$ cat src/rtl/ray_angle_sequencer.sv
// ray_angle_sequencer: steps one ray angle per screen column across the field of view each frame
// Optional output ray_quadrant is enabled by defining RAY_ANGLE_QUADRANT_EN.
// Ports: clock, reset (async, active high); start frame request; player_angle heading in degrees;
//        ray_ready downstream accept; ray_valid/ray_angle_X/ray_angle_Y/slice_idx current ray;
//        busy frame in progress; frame_done one-cycle end-of-frame pulse; ray_quadrant = X/90 (optional).
module ray_angle_sequencer #(
  parameter int NUM_SLICES = 160,
  parameter int STEP_Y     = 375,
  parameter int FOV_HALF   = 30
) (
  input  logic       clock,
  input  logic       reset,
  input  logic       start,
  input  logic [8:0] player_angle,
  input  logic       ray_ready,
  output logic       ray_valid,
  output logic [8:0] ray_angle_X,
  output logic [9:0] ray_angle_Y,
  output logic [7:0] slice_idx,
  output logic       busy,
`ifdef RAY_ANGLE_QUADRANT_EN
  output logic [1:0] ray_quadrant,
`endif
  output logic       frame_done
);
  typedef enum logic [1:0] {IDLE, RUN, DONE} state_t;
  state_t      state_q;
  logic [8:0]  a_d, x0_d, x_inc, x_d;
  logic [10:0] y_sum;
  logic [9:0]  y_d;
  logic        carry;
  always_comb begin
    a_d   = player_angle >= 9'd360 ? player_angle - 9'd360 : player_angle;
    x0_d  = a_d < 9'(FOV_HALF) ? a_d + 9'(360 - FOV_HALF) : a_d - 9'(FOV_HALF);
    y_sum = {1'b0, ray_angle_Y} + 11'(STEP_Y);
    carry = y_sum >= 11'd1000;
    y_d   = carry ? 10'(y_sum - 11'd1000) : y_sum[9:0];
    x_inc = ray_angle_X == 9'd359 ? 9'd0 : ray_angle_X + 9'd1;
    x_d   = carry ? x_inc : ray_angle_X;
  end
`ifdef RAY_ANGLE_QUADRANT_EN
  function automatic logic [1:0] quad(input logic [8:0] x);
    return x >= 9'd270 ? 2'd3 : x >= 9'd180 ? 2'd2 : x >= 9'd90 ? 2'd1 : 2'd0;
  endfunction
`endif
  always_ff @(posedge clock or posedge reset) begin
    if (reset) begin
      state_q     <= IDLE;
      ray_valid   <= 1'b0;
      ray_angle_X <= '0;
      ray_angle_Y <= '0;
      slice_idx   <= '0;
      busy        <= 1'b0;
      frame_done  <= 1'b0;
`ifdef RAY_ANGLE_QUADRANT_EN
      ray_quadrant <= '0;
`endif
    end else begin
      case (state_q)
        IDLE: if (start) begin
          state_q     <= RUN;
          ray_valid   <= 1'b1;
          busy        <= 1'b1;
          ray_angle_X <= x0_d;
          ray_angle_Y <= '0;
          slice_idx   <= '0;
`ifdef RAY_ANGLE_QUADRANT_EN
          ray_quadrant <= quad(x0_d);
`endif
        end
        RUN: if (ray_ready) begin
          if (slice_idx == 8'(NUM_SLICES - 1)) begin
            state_q    <= DONE;
            ray_valid  <= 1'b0;
            frame_done <= 1'b1;
          end else begin
            slice_idx   <= slice_idx + 8'd1;
            ray_angle_X <= x_d;
            ray_angle_Y <= y_d;
`ifdef RAY_ANGLE_QUADRANT_EN
            ray_quadrant <= quad(x_d);
`endif
          end
        end
        DONE: begin
          state_q    <= IDLE;
          frame_done <= 1'b0;
          busy       <= 1'b0;
        end
        default: state_q <= IDLE;
      endcase
    end
  end
endmodule

$ cat config.mk
export PLATFORM = sky130hd
export DESIGN_NAME = ray_angle_sequencer
export DESIGN_NICKNAME = d
export VERILOG_FILES = /design/src/rtl/ray_angle_sequencer.sv
export SDC_FILE = /design/constraint.sdc
export NUM_CORES = 1
export LEC_CHECK = 0
export CORE_MARGIN = 2
export CORE_UTILIZATION = 30
export DETAILED_ROUTE_END_ITERATION = 10
export SYNTH_ARGS = -nofsm -noshare
export SYNTH_HDL_FRONTEND = slang
export SYNTH_SLANG_ARGS = --single-unit
$ cat constraint.sdc
create_clock -name clock -period 5 [get_ports clock]
set_input_delay 0.75 -clock clock [delete_from_list [all_inputs] [get_ports clock]]
set_output_delay 0.75 -clock clock [all_outputs]
set_load 0.03 [all_outputs]
# Word-level counts from Yosys, hierarchy flattened
# Index checks and enable logic that the tools add are counted.
# word_totals
rom_bits,0
regBits,32
latchBits,0
n_memories,0
out_inout_bits,30
input_bits,13
elab_cells,65
ramBits,0
# op_classes
n_eq_ne,9
shifts,0
bitwise,0
mux,29
add_sub_neg,7
reduce_logical,10
magnitude_cmp,3
n_mul,0
n_div,0
# ops
op,n
$mux W9,7
$mux W10,4
$mux W8,3
$pmux W10 S2,1
$pmux W9 S2,1
$pmux W8 S2,1
$add A10 B9 Y11 const B,1
$ge A11 B10 Y1 const B,1
$ne A2 B2 Y1 const B,5
$sub A10 B10 Y10 const B,1
$add A9 B1 Y9 const B,1
$add A9 B9 Y9 const B,1
$eq A9 B9 Y1 const B,1
$ge A9 B9 Y1 const B,1
$lt A9 B5 Y1 const B,1
$sub A9 B5 Y9 const B,1
$sub A9 B9 Y9 const B,1
$add A8 B1 Y8 const B,1
$eq A8 B8 Y1 const B,1
$reduce_and A4 Y1,2
$mux W2,3
$pmux W1 S2,3
$reduce_and A3 Y1,2
$reduce_bool A2 Y1,3
other kinds (7),11

# Logic depth before layout (Yosys ltp)
# logic_depth
word_depth,6
ltp_mapped,15
ltp_nobuf,14

# Least setup slack after synthesis
# No wires, ideal clock.
# synth_path
path_type,flip-flop to flip-flop
start,register ray_angle_Y[0]
end,register ray_angle_Y[8]
setup_time_ns,0.069
path_buffers,0
path_stages_with_launch,15
synth_period_minus_slack_ns,3.037
path_slack_ns,1.963
required_time_ns,4.931
arrival_time_ns,2.967
path_cell_list,dfrtp_1 > inv_1 > ha_1 > nand2b_1 > nand2_1 > xnor2_1 > ha_1 > nand3b_1 > o22a_1 > o41ai_1 > a211oi_1 > or2_1 > a211oi_1 > or4_1 > nand3_1
# synth_via
elab_chain_cells,6
word_cells_on_any_way,7
classes_between,add/sub: 2; order compare: 1; mux: 4
# synth_rtl
item,line,source
start: declaration,18,"output logic [9:0] ray_angle_Y,"
start signal: assignment,79,ray_angle_Y <= y_d;
$add A10 B9 Y11 (*),35,"y_sum = {1'b0, ray_angle_Y} + 11'(STEP_Y);"
$sub A10 B10 Y10 or $ge A11 B10 Y1 (tied branches),"37, 36",
$mux W10 (*),37,y_d = carry ? 10'(y_sum - 11'd1000) : y_sum[9:0];
$mux W10 (*),72,if (slice_idx == 8'(NUM_SLICES - 1)) begin
$mux W10 (*),71,RUN: if (ray_ready) begin
$pmux W10 S2 (*),59,case (state_q)
# Mark *: on every way between the ends. The rest lies on a longest branch, timed or not. The select of a mux whose other input is x is not followed.
# A chain may end at the register's enable or synchronous reset.

# Final worst setup path
# layout_path
start,register ray_angle_Y[0]
end,register ray_angle_X[7]
# layout_via
elab_chain_cells,4
# layout_rtl
item,line,source
$add A10 B9 Y11,35,
$ge A11 B10 Y1,36,carry = y_sum >= 11'd1000;
$ne A2 B2 Y1 (no source line),n/a,
$reduce_and A5 Y1 (no source line),n/a,
end signal: assignment,50,ray_angle_X <= '0;
end signal: assignment,64,ray_angle_X <= x0_d;
end signal: assignment,78,ray_angle_X <= x_d;
end: declaration,17,"output logic [8:0] ray_angle_X,"
# No other way between the ends.

==> results.py <==
metrics = {
    "run_status": {
        "status": "complete, no violations",
    },
    "pwr": {
        "p_leak_nw": 1.22,
        "cellPowerDensity_nw_per_um2": 552,
        "comb_power_share_pct": 58.5,
        "ir_drop_mv": 0.135,
        "p_sw_uw": 827,
        "p_sw_share_pct": 48.5,
        "p_int_uw": 879,
        "power_frac_seq_pct": 29.5,
        "power.share.clock_pct": 12.0,
    },
    "layout": {
        "area_growth_pct": 24.2,
        "num_antenna_cells": 0,
        "drive_gt1_share_pct": 5.71,
        "layout_common_cells": "clkdlybuf4s50_1 (42), dfrtp_1 (32), o21ai_0 (30), nand2_1 (29), nor2_1 (25)",
        "final_common_cell": "clkdlybuf4s50_1",
        "nets": 369,
    },
    "critical_path": {
        "cp_max_fo": 12,
        "required_ns": 5.17,
        "worstPathArrival_ns": 3.63,
        "worstSetupPathType": "flop to flop",
        "endpoint_kind": "flop",
        "crit_path_start_kind": "flop",
    },
    "detailed_routing": {
        "drtAntennaViolNets": 0,
        "drc": 0,
        "via_per_inst": 5.33,
        "first_iter_violations": 86,
        "wl_per_cell_um": 13.7,
        "dr_total_vias": 2424,
        "wirelength_mm": 6.25,
        "dr.pass1.iters": 4,
    },
    "synth": {
        "synth_fp_nets": 331,
        "synth-seq-cells": 32,
        "syn_area_sq_um": 2490,
        "synthCells": 311,
        "yosysSeqAreaShare_pct": 32.2,
        "synth_cell_type_count": 58,
        "synth_warnings": 0,
        "yosys_most_used_dff": "dfrtp_1",
        "async_flop_share_pct": 100,
        "synth-edff-count": 0,
        "postSynthAreaPerCell_sq_um": 8.01,
    },
    "timing": {
        "slew_headroom_pct": 46.8,
        "fmax_mhz": 289,
        "max_slew.worst_pin.slew_ns": 0.791,
        "fin_crit_sh_pct": 69.1,
        "rsz0062_at_grt": "no",
        "finalClockSkew_ns": 0.00299,
        "hold_violations": 0,
        "worst_hold_slack_ns": 0.503,
        "period_needed_ns": 3.46,
        "setup_tns_ns": 0,
        "setup_viol": 0,
        "report.final.slew_viol_count": 0,
    },
    "global_routing": {
        "antenna_found_initial": 0,
        "track_usage_pct": 14.7,
        "grt_pass1_vias": 2214,
        "grt_max_degree": 33,
        "grt_overflow": 0,
        "grt_pass1_wl_mm": 10.6,
    },
    "floorplan": {
        "start_util_pct": 30.6,
        "dieArea_sq_um": 9040,
        "die_w_um": 95.1,
        "core.rowCount": 33,
        "core_sq_um": 8130,
        "chipHeight_um": 95.1,
        "ioPinCount": 43,
    },
    "clock_tree": {
        "cts_sinks": 32,
        "clockBufferDepth": 2,
        "ctsHoldBuffers": 0,
        "postCtsSetupRepairBufs": 0,
        "cts-htree-levels": 2,
        "clock_latency_ns": 0.28,
        "cts_resized": 0,
        "cts-root-buf": "clkbuf_8",
        "numCtsBuffers": 5,
        "tritoncts": "built",
        "clk_pin_slew_ns": 0.06,
    },
    "worst_hold_path": {
        "min_path_type": "flop to flop",
    },
    "placement": {
        "io_buffers": 42,
        "place_hpwl_mm": 4.71,
        "gp_congestion": 0.879,
    },
    "flow_run": {
        "cap_violations": 0,
    },
}
## synthesized netlist by cell type, types with 3 or more instances
library cell  number  area, sq um
nand2_1           29          109
a21oi_1           22          110
nand2b_1           3         18.8
o21ai_0           30          150
o22ai_1            4         25.0
nor3_1             6         30.0
inv_1             12         45.0
nor2_1            25         93.8
nor4_1             3         18.8
and3_1             9         56.3
nand3b_1           3         22.5
nand4_1            5         31.3
o31ai_1            4         30.0
a32oi_1            4         35.0
o211ai_1           5         37.5
or3_1              4         25.0
xnor2_1            6         52.6
or4_1              3         22.5
nand3_1            9         45.0
ha_1               7         87.6
nor2b_1           10         62.6
a211oi_1           4         30.0
dfrtp_1           32          801
clkbuf_1          11         41.3
xor2_1             8         70.1
o21ai_1            6         30.0
a31oi_1            7         43.8
a22oi_1            3         22.5
## sequential cells by signal, indices dropped and copies added (netlist names)
name,cells
busy,1
frame_done,1
ray_angle_X,9
ray_angle_Y,10
ray_valid,1
slice_idx,8
state_q,2
## worst paths after layout
kind,startpoint,slack (ns),to,depth (start not counted)
hold / removal,busy$_DFFE_PP0P_,0.50,busy$_DFFE_PP0P_,1
max in group asynchronous,reset,3.86,ray_angle_X[1]$_DFFE_PP0P_,3
setup / recovery,ray_angle_Y[0]$_DFFE_PP0P_,1.54,ray_angle_X[7]$_DFFE_PP0P_,15
hold reg to reg,busy$_DFFE_PP0P_,0.50,busy$_DFFE_PP0P_,1
min in group asynchronous,reset,0.85,ray_angle_Y[6]$_DFFE_PP0P_,3
setup reg to reg,ray_angle_Y[0]$_DFFE_PP0P_,1.54,ray_angle_X[7]$_DFFE_PP0P_,15
## worst max-delay path: stages (launching register included)
cell,delay (ns)
dfrtp_1,0.47
inv_1,0.07
ha_1,0.23
nand2b_1,0.10
nand2_1,0.22
xnor2_1,0.22
ha_1,0.27
nand3b_1,0.13
o22a_1,0.15
o41ai_1,0.06
a211oi_1,0.54
o31ai_1,0.15
buf_4,0.20
nor2b_1,0.18
a32oi_1,0.27
nand2_1,0.07
## metrics by stage
stage	instance area, sq um	setup slack (ns)	cells	power [mW]	util, %
2_1_floorplan	2490	1.96	311	1.17	-
3_3_place_gp	3000	1.45	447	1.50	36.9
3_5_place_dp	3000	1.34	447	1.51	36.9
4_1_cts	3090	1.55	455	1.72	38.0
5_1_grt	3090	1.21	455	1.85	38.0
6_report	3090	1.54	455	1.71	38.0
## power by group through the flow
stage	combinational (mW)	sequential [mW]	clock [mW]
after floorplan	0.543	0.630	0
after global placement	0.993	0.507	0
after detailed placement	0.996	0.510	0
after CTS	1.00	0.505	0.211
after global routing	1.10	0.529	0.226
final	0.997	0.504	0.205
## cells by family (layout without fill, tap and decap cells)
family | Yosys count | after routing | synth area share (%)
AOI/OAI and AO/OA | 105 | 105 | 27.2
xor gates and xnor gates | 14 | 14 | 4.92
adders and majority gates | 7 | 7 | 3.52
buffers and inverters | 27 | 66 | 4.62
DFF | 32 | 32 | 32.2
muxes | 3 | 3 | 1.26
and+or+nand+nor | 123 | 123 | 26.3
## per-layer routing
metal  track usage [%]  up-vias  routed length [um]
met2              25.8       38                3090
met1              18.3     1151                2860
met3              3.08        6                 232
met5                 0        -                   0
li1                  -     1229                   -
met4              3.74        0                  62
## layout make-up
cell class	instances	area, sq um
inverters	12	45.0
repair buffers	46	450
fillers	835	5040
flip-flops and latches	32	801
clock buffers	8	90.1
well taps	105	131
multi-input cells	252	1570
(Power assumes the default switching activity.)
